[config.mk]
export PLATFORM = sky130hd
export DESIGN_NAME = q_frag_readback
export DESIGN_NICKNAME = d
export VERILOG_FILES = /design/src/rtl/q_frag_readback.sv
export SDC_FILE = /design/constraint.sdc
export NUM_CORES = 1
export LEC_CHECK = 0
export BUFFER_PORTS_ARGS = -buffer_cell sky130_fd_sc_hd__buf_4
export CAP_MARGIN = 20
export CORE_MARGIN = 8
export CORE_UTILIZATION = 30
export DETAILED_ROUTE_END_ITERATION = 16
export PLACE_DENSITY_LB_ADDON = 0.2
export SKIP_CTS_REPAIR_TIMING = 1
export SYNTH_ARGS = -nofsm -noshare
export SYNTH_HDL_FRONTEND = slang
export SYNTH_SLANG_ARGS = --single-unit
[constraint.sdc]
create_clock -name QCK -period 1.4 [get_ports QCK]
set_input_delay 0.14 -clock QCK [delete_from_list [all_inputs] [get_ports QCK]]
set_output_delay 0.14 -clock QCK [all_outputs]
set_load 0.02 [all_outputs]
[src/rtl/q_frag_readback.sv]
// Q_FRAG QZ readback: snapshots the flip-flop bank on request and
// streams it out one bit per valid/ready handshake.
module q_frag_readback #(
    parameter int    WIDTH = 8,
    parameter string MODE  = "LSB"
) (
    input  logic             QCK,
    input  logic             QRN,
    input  logic             QEN,
    input  logic [WIDTH-1:0] QZ_IN,
    input  logic             CAP_REQ,
    output logic             CAP_ACK,
    output logic             SO,
    output logic             SO_VALID,
    input  logic             SO_READY,
    output logic             SO_LAST,
    output logic             BUSY,
    output logic             OVR
);

    localparam int             CW   = $clog2(WIDTH);
    localparam logic [CW-1:0]  LAST = CW'(WIDTH - 1);

    typedef enum logic {
        IDLE  = 1'b0,
        SHIFT = 1'b1
    } state_t;

    state_t           state;
    logic [WIDTH-1:0] shadow;
    logic [CW-1:0]    cnt;
    logic [CW-1:0]    idx;
    logic             cap_ack_q;
    logic             ovr_q;
    logic             shifting;

    generate
        if (MODE == "LSB") begin : g_lsb
            assign idx = cnt;
        end else if (MODE == "MSB") begin : g_msb
            assign idx = LAST - cnt;
        end else begin : g_bad_mode
            $error("q_frag_readback: MODE must be \"LSB\" or \"MSB\"");
            assign idx = cnt;
        end
    endgenerate

    generate
        if (WIDTH < 2 || WIDTH > 64) begin : g_bad_width
            $error("q_frag_readback: WIDTH must be in 2..64");
        end
    endgenerate

    // Outputs decode registered state only; no path from SO_READY/CAP_REQ.
    assign shifting = (state == SHIFT);
    assign SO_VALID = shifting;
    assign BUSY     = shifting;
    assign SO       = shifting & shadow[idx];
    assign SO_LAST  = shifting & (cnt == LAST);
    assign CAP_ACK  = cap_ack_q;
    assign OVR      = ovr_q;

    always_ff @(posedge QCK or negedge QRN) begin
        if (!QRN) begin
            state     <= IDLE;
            shadow    <= '0;
            cnt       <= '0;
            cap_ack_q <= 1'b0;
            ovr_q     <= 1'b0;
        end else if (QEN) begin
            cap_ack_q <= 1'b0;
            case (state)
                IDLE: begin
                    if (CAP_REQ) begin
                        shadow    <= QZ_IN;
                        cnt       <= '0;
                        cap_ack_q <= 1'b1;
                        ovr_q     <= 1'b0;
                        state     <= SHIFT;
                    end
                end
                SHIFT: begin
                    // A request mid-frame is only flagged, never honoured.
                    if (CAP_REQ) ovr_q <= 1'b1;
                    if (SO_READY) begin
                        if (cnt == LAST) begin
                            cnt   <= '0;
                            state <= IDLE;
                        end else begin
                            cnt <= cnt + CW'(1);
                        end
                    end
                end
            endcase
        end
    end

endmodule

# After elaboration in Yosys (flattened, before gate mapping)
# Index checks and enable logic that the tools add are counted.
[word_totals]
romBits = 0
input_bits = 13
mem_count = 0
regBits = 14
ramBits = 0
wordCells = 31
latchBits = 0
[classes]
n_bitwise = 3
shift = 0
div = 0
n_reduce_logical = 3
add_sub_neg = 1
muxes = 14
eq_ne = 4
order_cmp = 1
mul = 0
[op_table]
columns = ["op", "n"]
rows = [
  ["2-to-1 mux 3 bit", 3],
  ["AND reduction 3 bit", 3],
  ["2-to-1 mux 1 bit", 7],
  ["!= test 2 bit (second input constant)", 3],
  ["one-hot mux 3 bit (2 select lines)", 1],
  ["less-than comparator 3 x 4 -> 1 bit (second input constant)", 1],
  ["one-hot mux 1 bit (2 select lines)", 2],
  ["adder 3 x 1 -> 3 bit (second input constant)", 1],
  ["binary-select mux 1 bit (select 3 bit)", 1],
  ["== test 3 bit (second input constant)", 1],
  ["bitwise AND 1 bit", 2],
  ["inverter 1 bit", 1],
]

# Longest topological paths before layout
[logic_depth]
word_depth = 4
ltp_mapped = 4

# Worst setup path before layout
# Ideal clock, no wire load.
[synth_path]
kind = "register to register"
startpoint = "register state, in the netlist BUSY"
endpoint = "register cnt[1]"
setup_ns = 0.125
path_stages_with_launch = 5
arrival_time_ns = 1.370
path_slack_ns = -0.095
n_path_buf = 1
t_required_ns = 1.275
cell_sequence = "dfrtp_1 buf_6 mux2_2 nand2_1 mux2_2"
[synth_via]
elab_chain_cells = 3
elab_cells_between_ends = 5
classes_between = "2 x eq/ne; 1 x mux; 1 x bitwise; 1 x reduce/logical"
[synth_lines]
columns = ["element", "line", "rtl"]
rows = [
  ["start: declaration", "29", "state_t state;"],
  ["start signal: assignment", "65", "state <= IDLE;"],
  ["start signal: assignment", "79", "state <= SHIFT;"],
  ["start signal: assignment", "88", "state <= IDLE;"],
  ["inverter 1 bit (no source line)", "n/a", ""],
  ["!= test 2 bit (no source line)", "n/a", ""],
  ["AND reduction 3 bit (no source line)", "n/a", ""],
  ["end signal: assignment", "90", "cnt <= cnt + CW'(1);"],
  ["end: declaration", "31", "logic [CW-1:0] cnt;"],
]
# Several ways; a longest one is shown, not always the timed one.
# A chain may end at the register's enable or synchronous reset.

# Worst setup path in the final report
[layout_path]
startpoint = "register cnt[1]"
endpoint = "output port SO"
[layout_via]
elab_chain_cells = 3
[layout_lines]
columns = ["element", "line", "rtl"]
rows = [
  ["binary-select mux 1 bit (select 3 bit)", "58", "assign SO = shifting & shadow[idx];"],
  ["2-to-1 mux 1 bit (not written as such)", "58", ""],
  ["bitwise AND 1 bit", "58", ""],
  ["end: declaration", "13", "output logic SO,"],
]
# No other way between the ends. The select of a mux whose other input is x is not followed.

==> key figures <==
Timing
  – Final Cycle Share: 117%
  – TNS Setup: -0.565 ns
  – Count of final setup violators: 4
  – Final WS setup: -0.237 ns
  – Hold Vio Cnt, Final: 0
  – Min Clock Period, post-route: between 1.5 and 2 ns
  – Max Clk Rate: approximately 0.6 GHz
  – Unrepaired setup endpoints after global routing: true
  – Final Skew: 0.00453 ns
  – Rel. slew slack: 83.4%
  – Final Slew Violations: 0
  – Actual slew at the worst max-slew pin: 0.247 ns

Routing
  – Met3 routed WL: around 28 um
  – Routed via count: 492
  – 1st-iter DRT viols: 3
  – WL final: 1.44 mm
  – Met2 WL: 794 um
  – Post-DRT Antenna Nets: 0
  – Top Layer Used: met4
  – Vias per cell: 4.64
  – DR DRC count: 0
  – 1st-pass router iterations: 2
  – WL/cell: 13.6 um
  – Metal-1 WL: between 600 and 700 um

Setup path
  – R2R setup slack: -0.08 ns
  – CP max FO: 3
  – Worst R2R End: cnt[1]
  – Worst setup EP type: output port
  – R2R depth: 6
  – CP startpoint kind: flip-flop
  – Worst setup path start: cnt[1]
  – CP required: 1.26 ns
  – Critical path type: reg2out
  – Critical path arrival: 1.50 ns
  – Worst R2R Start: cnt[1]

Clock network
  – Clock Root Buffer: clkbuf_4
  – CTS max path bufs: 2
  – Clock Latency Late Sink: about 0.27 ns
  – Reg clk slew, reported paths: about 0.09 ns
  – H-tree levels: 1
  – CTS buffer count: 3
  – Clock Sink Count: 14
  – TritonCTS clock tree: built

Floorplanning
  – Die H: 64.8 um
  – Core area: 2230 um2
  – Core Rows: 17
  – Die area: approximately 4200 um2
  – Initial Utilization: 31.9%
  – # IOs: 19
  – Die outline width: 64.8 um

Synthesis
  – Post-Synthesis Net Count: 65
  – Seq/Total Area, Yosys: about half
  – Area leader, netlist: dfrtp_1
  – Synthesized netlist cell count: 50
  – Top post-synthesis cells by area: dfrtp_1, mux2_4, mux2_2, ha_1, buf_6
  – Cell area after synthesis: 713 um2
  – Syn Area/Cell: 14.3 um2
  – Yosys warning count: 0
  – Synth Register Bits: 14
  – Synth top area share: 49.1%
  – Distinct cells, synth: 23

Pwr
  – Worst VDD drop: 0.900 mV
  – P_sw: about 0.00060 W
  – Int Power: 0.00130 W
  – Comb pwr share: 48.1%
  – Static Leak: 0.493 nW
  – Seq pwr share: 36.9%
  – Sw Share: 31.4%
  – Clock power frac: roughly 15%
  – Power Dens Cells: 1930 nW/um2

Placed design
  – HPWL Detailed: between 1 and 1.5 mm
  – Port buffer count: 18
  – Routability Congestion: 0.660

Min path
  – Hold Crit Endpoint: BUSY
  – Hold Path Class: in2reg
  – Hold path cells: 2
  – Hold_sp: SO_READY

Global route
  – Remaining global-route overflow: 0
  – Total track usage: 7.15%
  – Largest net degree at the start of global routing: 15
  – Vias in the first global route: 566
  – Antenna violations before repair: 0
  – First-pass GRT wire length: 2.44 mm

Final layout
  – Diodes inserted: 0
  – Filler cell count: around 210
  – NumNets Final: 94
  – Layout cells sized above 1: 64.1%
  – Multi-input logic area: 339 um2
  – Most frequent cells in the layout: buf_4, dfrtp_1, mux2_4, mux2_2, clkbuf_4
  – Fin util: 44.2%
  – Area delta synth->final: 38.4%
  – Seq. cell area: 352 um2
  – Commonest non-fill, non-tap cell in the layout: buf_4

Run
  – Max_cap viols: 0

Outcome
  – Status: finished with violations
  – Violated checks: negative setup slack
-- through the flow --
step | cell area [um2] | setup WS [ns] | power [W] | cells | hold WS (ns)
floorplan | 721 | -0.0310 | 0.00130 | 50 | -0.156
global placement | 918 | 0.0330 | 0.00157 | 99 | 0.000841
detailed placement | 918 | 0.0122 | 0.00159 | 99 | 0.000750
CTS | 955 | -0.291 | 0.00188 | 103 | -0.300
global route | 987 | -0.358 | 0.00207 | 106 | 0.0422
finish | 987 | -0.237 | 0.00190 | 106 | 0.0570
-- cells by family (layout without fill, tap and decap cells) --
family | after synthesis | in the layout | synth area share [%]
AND/OR/NAND/NOR | 8 | 8 | 7.37
multiplexers | 15 | 15 | 29.1
flip-flops | 14 | 14 | 49.1
AO/OA/AOI/OAI | 6 | 6 | 5.61
buffers and inverters | 5 | 33 | 5.26
adder cells (fa/ha/maj) | 2 | 2 | 3.51
-- sequential cells by signal, summed over array words and instances (netlist names) --
name,count
CAP_ACK,1
OVR,1
shadow,8
BUSY,1
cnt,3
-- layout make-up --
type / count / area share, %
Clock buffer: 4 / 3.68
Inverter: 2 / 0.760
Multi-Input combinational cell: 31 / 34.3
Timing Repair Buffer: 27 / 22.1
Sequential cell: 14 / 35.6
Tap cell: 28 / 3.55
-- worst max path at each step --
| stage | end | slack, ns | cells after the start |
|---|---|---|---|
| after global routing | SO | -0.36 | 4 |
| final | SO | -0.24 | 4 |
| after CTS | SO | -0.29 | 4 |
| after floorplan | cnt[1] | -0.03 | 4 |
| after global placement | SO | 0.03 | 4 |
| after detailed placement | SO | 0.01 | 4 |
-- worst max-delay path, stage by stage (launching register included) --
cell and delay, ns:
dfrtp_1 0.39, mux4_2 0.52, nor2_2 0.10, a311oi_2 0.04, buf_4 0.17
-- power by group through the flow --
stage | combinational [W] | sequential (W) | clock [W]
global placement | 0.000864 | 0.000710 | 0
global route | 0.00101 | 0.000731 | 0.000332
floorplan | 0.000590 | 0.000709 | 0
detailed placement | 0.000875 | 0.000715 | 0
CTS | 0.000874 | 0.000711 | 0.000294
finish | 0.000914 | 0.000702 | 0.000287
-- Yosys cell counts, drive strengths merged --
master and number:
nand2 2, a21oi 1, a31oi 1, a21o 1
mux2i 2, a311oi 1, and4 1, o21ai 1
and2 1, ha 2, buf 3, nor2 1
nand3b 1, or2 1, inv 2, and3b 1
mux2 12, dfrtp 14, o31ai 1, mux4 1
-- layer usage --
layer	up-vias	track usage, %
met5	-	0
met4	0	2.45
met3	2	1.55
met2	6	12.9
met1	248	8.06
li1	236	-
No activity file was read; power rests on OpenSTA's default activity.
